===== config.mk =====
export PLATFORM = sky130hd
export DESIGN_NAME = hamming_tx
export DESIGN_NICKNAME = d
export VERILOG_FILES = /design/src/rtl/hamming_tx.sv
export SDC_FILE = /design/constraint.sdc
export NUM_CORES = 1
export LEC_CHECK = 0
export BUFFER_PORTS_ARGS = -buffer_cell sky130_fd_sc_hd__buf_2
export CORE_ASPECT_RATIO = 2
export CORE_MARGIN = 10
export CORE_UTILIZATION = 50
export CTS_CLUSTER_SIZE = 12
export DETAILED_ROUTE_END_ITERATION = 8
export GPL_ROUTABILITY_DRIVEN = 0
export MAX_ROUTING_LAYER = met4
export PLACE_DENSITY_LB_ADDON = 0.15
export SKIP_CTS_REPAIR_TIMING = 1
export SLEW_MARGIN = 20
export SYNTH_ARGS = -nofsm -noshare
export SYNTH_HDL_FRONTEND = slang
export SYNTH_SLANG_ARGS = --single-unit

===== constraint.sdc =====
create_clock -name clk -period 3.3 [get_ports clk]
set_clock_uncertainty 0.2 [all_clocks]
set_input_delay 0.33 -clock clk [delete_from_list [all_inputs] [get_ports clk]]
set_output_delay 0.33 -clock clk [all_outputs]
set_load 0.02 [all_outputs]

===== src/rtl/hamming_tx.sv =====
// Hamming(7,4) encoder with a framed serial transmitter: start bit, c6..c0, stop bit.
// Optional build macro HAM_TX_FAULT_INJECT_EN adds fault_en/fault_pos to flip one codeword bit.
module hamming_tx #(
  parameter int BIT_TICKS = 4
) (
  input  logic       clk,
  input  logic       rst,
  input  logic [3:0] data_in,
  input  logic       data_valid,
`ifdef HAM_TX_FAULT_INJECT_EN
  input  logic       fault_en,
  input  logic [2:0] fault_pos,
`endif
  output logic       data_ready,
  output logic       ser_out,
  output logic       busy,
  output logic       word_done,
  output logic [6:0] cw_out,
  output logic [7:0] tx_count
);

  typedef enum logic [1:0] {IDLE, START, DATA, STOP} state_t;

  localparam logic [7:0] TICK_LAST = 8'(BIT_TICKS - 1);

  state_t     state, state_next;
  logic [7:0] tick, tick_next;
  logic [2:0] bitc, bit_next;
  logic       ser_next;
  logic [6:0] cw_load;

  function automatic logic [6:0] encode(input logic [3:0] d);
    return {d[3], d[2], d[1], d[1] ^ d[2] ^ d[3], d[0], d[0] ^ d[2] ^ d[3], d[0] ^ d[1] ^ d[3]};
  endfunction

`ifdef HAM_TX_FAULT_INJECT_EN
  // Position 7 lies outside the codeword and deliberately yields an empty mask.
  function automatic logic [6:0] fault_mask(input logic en, input logic [2:0] pos);
    logic [7:0] onehot;
    onehot = 8'(1) << pos;
    return en ? onehot[6:0] : 7'd0;
  endfunction

  assign cw_load = encode(data_in) ^ fault_mask(fault_en, fault_pos);
`else
  assign cw_load = encode(data_in);
`endif

  assign data_ready = (state == IDLE) && !rst;
  assign busy       = (state != IDLE);
  assign word_done  = (state == STOP) && (tick == TICK_LAST);

  // Next-state logic also computes the line level for the coming cycle so ser_out is a plain flop.
  always_comb begin
    state_next = state;
    tick_next  = tick;
    bit_next   = bitc;
    ser_next   = 1'b1;
    case (state)
      IDLE: begin
        if (data_valid) begin
          state_next = START;
          tick_next  = 8'd0;
          bit_next   = 3'd0;
          ser_next   = 1'b0;
        end
      end
      START: begin
        ser_next = 1'b0;
        if (tick == TICK_LAST) begin
          state_next = DATA;
          tick_next  = 8'd0;
          bit_next   = 3'd0;
          ser_next   = cw_out[6];
        end else begin
          tick_next = tick + 8'd1;
        end
      end
      DATA: begin
        ser_next = cw_out[3'd6 - bitc];
        if (tick == TICK_LAST) begin
          tick_next = 8'd0;
          if (bitc == 3'd6) begin
            state_next = STOP;
            ser_next   = 1'b1;
          end else begin
            bit_next = bitc + 3'd1;
            ser_next = cw_out[3'd5 - bitc];
          end
        end else begin
          tick_next = tick + 8'd1;
        end
      end
      STOP: begin
        if (tick == TICK_LAST) begin
          state_next = IDLE;
          tick_next  = 8'd0;
        end else begin
          tick_next = tick + 8'd1;
        end
      end
      default: state_next = IDLE;
    endcase
  end

  always_ff @(posedge clk or posedge rst) begin
    if (rst) begin
      state    <= IDLE;
      tick     <= 8'd0;
      bitc     <= 3'd0;
      ser_out  <= 1'b1;
      cw_out   <= 7'd0;
      tx_count <= 8'd0;
    end else begin
      state   <= state_next;
      tick    <= tick_next;
      bitc    <= bit_next;
      ser_out <= ser_next;
      if (state == IDLE && data_valid) begin
        cw_out <= cw_load;
      end
      if (word_done) begin
        tx_count <= tx_count + 8'd1;
      end
    end
  end

endmodule


=== Word level (Yosys, flattened, before mapping) ===
Cells that the tools add are included.
Widths: inputs -> output; s select.

* Register bits: 29
* Input bits: 7
* Output and inout port bits: 19
* Word-level logic and storage cells: 63

* Add/subtract/negate cells: 5
* Magnitude comparators: 2
* Equal/unequal tests: 11
* Muxes and demuxes: 23
* Bitwise gates (word level): 6
* Reduce and logical (&&, ||, !) cells: 10

{| class="wikitable"
|+ Operators with widths
! cell !! count
|-
| $add 8x1->8 const B || 2
|-
| $mux 8 || 2
|-
| $pmux 8 s2 || 1
|-
| $mux 3 || 4
|-
| $mux 2 || 5
|-
| $ne 2x2->1 const B || 5
|-
| $reduce_and 5->1 || 2
|-
| $pmux 3 s3 || 1
|-
| $eq 8x2->1 const B || 1
|-
| $lt 3x4->1 const B || 2
|-
| $pmux 2 s4 || 1
|-
| $bmux 1 s3 || 2
|-
| $mux 1 || 6
|-
| $sub 3x3->3 const A || 2
|-
| $xor 1x1->1 || 6
|-
| $eq 2x2->1 const B || 2
|-
| $add 3x1->3 const B || 1
|-
| $eq 3x3->1 const B || 1
|-
| $logic_and 1x1->1 || 3
|-
| $pmux 1 s3 || 1
|-
| $reduce_bool 3->1 || 1
|-
| $reduce_or 3->1 || 1
|-
| $eq 2x1->1 const B || 1
|-
| $logic_not 2->1 || 1
|-
| other kinds (3) || 3
|}

=== Longest topological paths before layout ===
* Depth in word-level cells: 6
* Mapped depth: 7
* Gate-level depth less buffers: 6

=== Worst setup path after synthesis ===
Ideal clock, no wire load.

* Path type: reg2reg
* Start point: reg state[0]
* End point: reg state[1]
* Library setup time: 0.128 ns
* Arrival time: 1.833 ns
* Required time: 2.972 ns
* Setup slack: 1.139 ns
* Cell stages (with the launch flop): 7
* Path buffers: 1
* Period minus slack after synthesis: 2.161 ns
* Cells stage by stage: dfrtp_1 inv_1 ha_1 clkbuf_1 or3_1 a221oi_2 mux2_1

* Cells in the longest elaborated chain, start to end: 3
* Elaborated cells on any way between the ends: 11
* Classes of those cells: eq/ne (8); mux (1); reduce/logical (2)

{| class="wikitable"
|+ RTL lines
! item !! line !! source
|-
| start: declaration || 26 || <nowiki>state_t state, state_next;</nowiki>
|-
| start signal: assignment || 115 || <nowiki>state <= state_next;</nowiki>
|-
| $eq 2x2->1, or another cell as far along || 59 || <nowiki>case (state)</nowiki>
|-
| $ne 2x2->1 (no source line) or $ne 2x1->1 (tied branches) || n/a ||
|-
| $reduce_and 5->1 (no source line) || n/a ||
|}

Parallel ways exist; a longest one is shown, timed or not.
A chain may end at the register's enable or synchronous reset.

=== Final worst setup path ===
* Start point: reg tick[0]
* End point: out word_done

* Cells in the longest elaborated chain, start to end: 2

{| class="wikitable"
|+ RTL lines
! item !! line !! source
|-
| start: declaration || 27 || <nowiki>logic [7:0] tick, tick_next;</nowiki>
|-
| start signal: assignment || 116 || <nowiki>tick <= tick_next;</nowiki>
|-
| $eq 8x2->1 || 51 || <nowiki>assign word_done = (state == STOP) && (tick == TICK_LAST);</nowiki>
|-
| $logic_and 1x1->1 || 51 ||
|-
| end: declaration || 17 || <nowiki>output logic word_done,</nowiki>
|}

Every way passes these cells.

==> key figures <==
Status
  • Run status: finished clean

Timing
  • Setup TNS: 0 ns
  • Crit share post-route: 77.7%
  • Hold Vio Cnt, Final: 0
  • RSZ-0062 raised after global routing: no
  • Slew Viols, Final: 0
  • Final setup fails: 0
  • Final min period: 2.56 ns
  • Slew @ Worst Pin: 0.595 ns
  • Fmax: 390 MHz
  • Max_slew headroom: 60.2%

CTS
  • Longest Clk Path Bufs: 2
  • Clk sinks: 29
  • TritonCTS clock tree: built
  • Clk root buf: clkbuf_8
  • Worst-Skew Late Latency: 0.28 ns
  • CTS buffer count: 5
  • H-Tree Depth: 2
  • Clk slew on worst S/H paths: 0.06 ns

Logic synthesis
  • Ys flop type: dfrtp_1
  • Synth Register Bits: 29
  • Syn_nets: 179
  • Syn Inst Count: 161
  • YS warnings: 0
  • Synthesized area: 0.00171 mm2
  • Async S/R FF share, synth: 100%
  • Cell variety after synth: 44
  • Synthesized area per cell: 10.6 um2
  • Count of flip-flops with a built-in enable after synthesis: 0
  • Register area share after synthesis: 42.6%

GRT
  • GRT Util Overall: 14.6%
  • Vias in the first global route: 1,431
  • Initial antenna violation count: 0
  • Largest net degree at the start of global routing: 30
  • Global-route wire length before repair: 6710 um
  • GR Overflow Total: 0

Power and ir drop
  • Lkg Pwr: 0.941 nW
  • Switching pwr: 0.000744 W
  • Logic pwr share: 46.9%
  • Pint: 0.00100 W
  • P per Cell Area: 890 mW/mm2
  • Clock power share: 18.3%
  • Max VDD drop: 0.000531 V
  • Switching share of power: 42.6%
  • Seq pwr share: 34.8%

Drt
  • DRC: 0
  • First-pass DRT Iterations: 4
  • Detail-routed net length per standard cell: 18.3 um
  • Final WL: 4080 um
  • ANT nets after route: 0
  • Total number of vias: 1,362
  • Initial DRC count: 43
  • Drt via density: 6.11

Finish
  • Syn-to-layout area delta: 15.0%
  • Final nets: 208
  • Share of layout cells above drive strength 1: 26.7%
  • Ant diodes: 0
  • Fin cells: 223

Critical path
  • Critical Path Fanout Max: 6
  • Setup crit end kind: primary output
  • WS Path Type: flip-flop to primary output
  • Data required time of the critical path: 2.77 ns
  • CP startpoint kind: flip-flop
  • Critical Path AT: 2.03 ns

Floorplanning
  • Rows: 30
  • Die Wd: 61.3 um
  • Core area: 0.00334 mm2
  • Die Y: 103 um
  • Die footprint: 0.00630 mm2
  • Top-Level Pins: 26
  • Initial core utilization: 51.1%

Job
  • Number of max-cap violations: 0

Hold path
  • Worst Hold Class: input pin to flip-flop

Place
  • I/O Buffers: 25
  • Placed Cells: 214
  • DP Wirelength: 3100 um
## state kept, by name, summed over array words and instances, names as in the netlist
| name | flops |
|---|---|
| ser_out | 1 |
| state | 2 |
| tx_count | 8 |
| bitc | 3 |
| tick | 8 |
| cw_out | 7 |
## power by group through the flow
stage / registers (W) / clock network, W / logic, W
2_1_floorplan: 0.000643 / 0 / 0.000541
3_3_place_gp: 0.000599 / 0 / 0.000787
3_5_place_dp: 0.000609 / 0 / 0.000820
4_1_cts: 0.000608 / 0.000325 / 0.000826
5_1_grt: 0.000629 / 0.000339 / 0.000900
6_report: 0.000608 / 0.000320 / 0.000821
## metrics by stage
step	cell area, um2	hold WS [ns]	worst slack (ns)	power [W]	util, %
6_report	1960	0.0645	0.735	0.00175	58.8
5_1_grt	1960	0.0668	0.598	0.00187	58.8
4_1_cts	1950	0.0629	0.755	0.00176	58.5
3_5_place_dp	1850	0.255	0.925	0.00143	55.5
3_3_place_gp	1850	0.254	1.06	0.00139	55.5
2_1_floorplan	1710	0.207	1.14	0.00118	-
## worst paths after layout
check / from / slack, ns / to / depth (start not counted)
max: tick[0]$_DFFE_PP0P_ / 0.74 / word_done / 6
max in group asynchronous: rst / 2.04 / tx_count[5]$_DFFE_PP0P_ / 3
min reg2reg: tx_count[7]$_DFFE_PP0P_ / 0.26 / tx_count[7]$_DFFE_PP0P_ / 1
min in group asynchronous: rst / 0.48 / state[1]$_DFFE_PP0P_ / 3
max reg2reg: state[0]$_DFFE_PP0P_ / 0.88 / state[1]$_DFFE_PP0P_ / 6
min: data_valid / 0.06 / tick[1]$_DFFE_PP0P_ / 2
## synthesized netlist by cell type, types with 2 or more instances
library cell | n | area [um2]
mux2i_1 | 4 | 40.0
a22o_1 | 2 | 17.5
mux4_2 | 2 | 45.0
nand2b_1 | 2 | 12.5
o21ai_0 | 8 | 40.0
ha_1 | 11 | 138
nand4_1 | 5 | 31.3
nor2_1 | 9 | 33.8
nand3_1 | 6 | 30.0
nand2_1 | 13 | 48.8
xnor2_1 | 7 | 61.3
a31oi_1 | 4 | 25.0
nor3_1 | 3 | 15.0
mux2_2 | 5 | 56.3
inv_1 | 8 | 30.0
mux2_1 | 2 | 22.5
xor2_1 | 8 | 70.1
or3_1 | 2 | 12.5
o31ai_1 | 4 | 30.0
dfrtp_1 | 28 | 701
clkbuf_1 | 2 | 7.51
o211ai_1 | 2 | 15.0
nor2b_1 | 3 | 18.8
## placed cells by master (no fill, tap or decap), drive strengths merged, types with 3 or more instances in the layout
| master | instances |
|---|---|
| a22o | 3 |
| a31oi | 4 |
| buf | 25 |
| clkbuf | 7 |
| dfrtp | 28 |
| ha | 11 |
| inv | 8 |
| mux2 | 7 |
| mux2i | 4 |
| nand2 | 14 |
| nand3 | 6 |
| nand4 | 5 |
| nor2 | 9 |
| nor2b | 3 |
| nor3 | 4 |
| o21ai | 8 |
| o31ai | 4 |
| xnor2 | 7 |
| xor2 | 8 |
## critical path: stages (launching register included)
cell,delay (ns)
dfrtp_1,0.40
ha_1,0.24
nor4b_4,0.37
and2_1,0.35
nand2_1,0.17
inv_1,0.07
buf_2,0.16
## logic make-up after synthesis
logic type,share of synthesized area (%)
fa+ha+maj,8.06
xor+xnor,7.69
simple gates,16.9
mux,9.60
buf+inv,2.93
flops,42.6
compound gates,12.2
## routing by layer
metal,global-route usage [%],up-vias,share of wire [%]
met5,-,-,0
met4,7.61,0,3.1
met3,3.08,11,3.9
met2,26.1,45,55
met1,13.9,665,38
li1,-,641,-
## layout make-up
type,instances,area (um2)
sequential,29,727
clock inverter,1,5.00
inverter,8,30.0
tap,32,40.0
clock buffer,7,96.3
fill,298,1380
multi-input combinational,120,931
timing repair buffer,26,135
(Power assumes the default switching activity.)
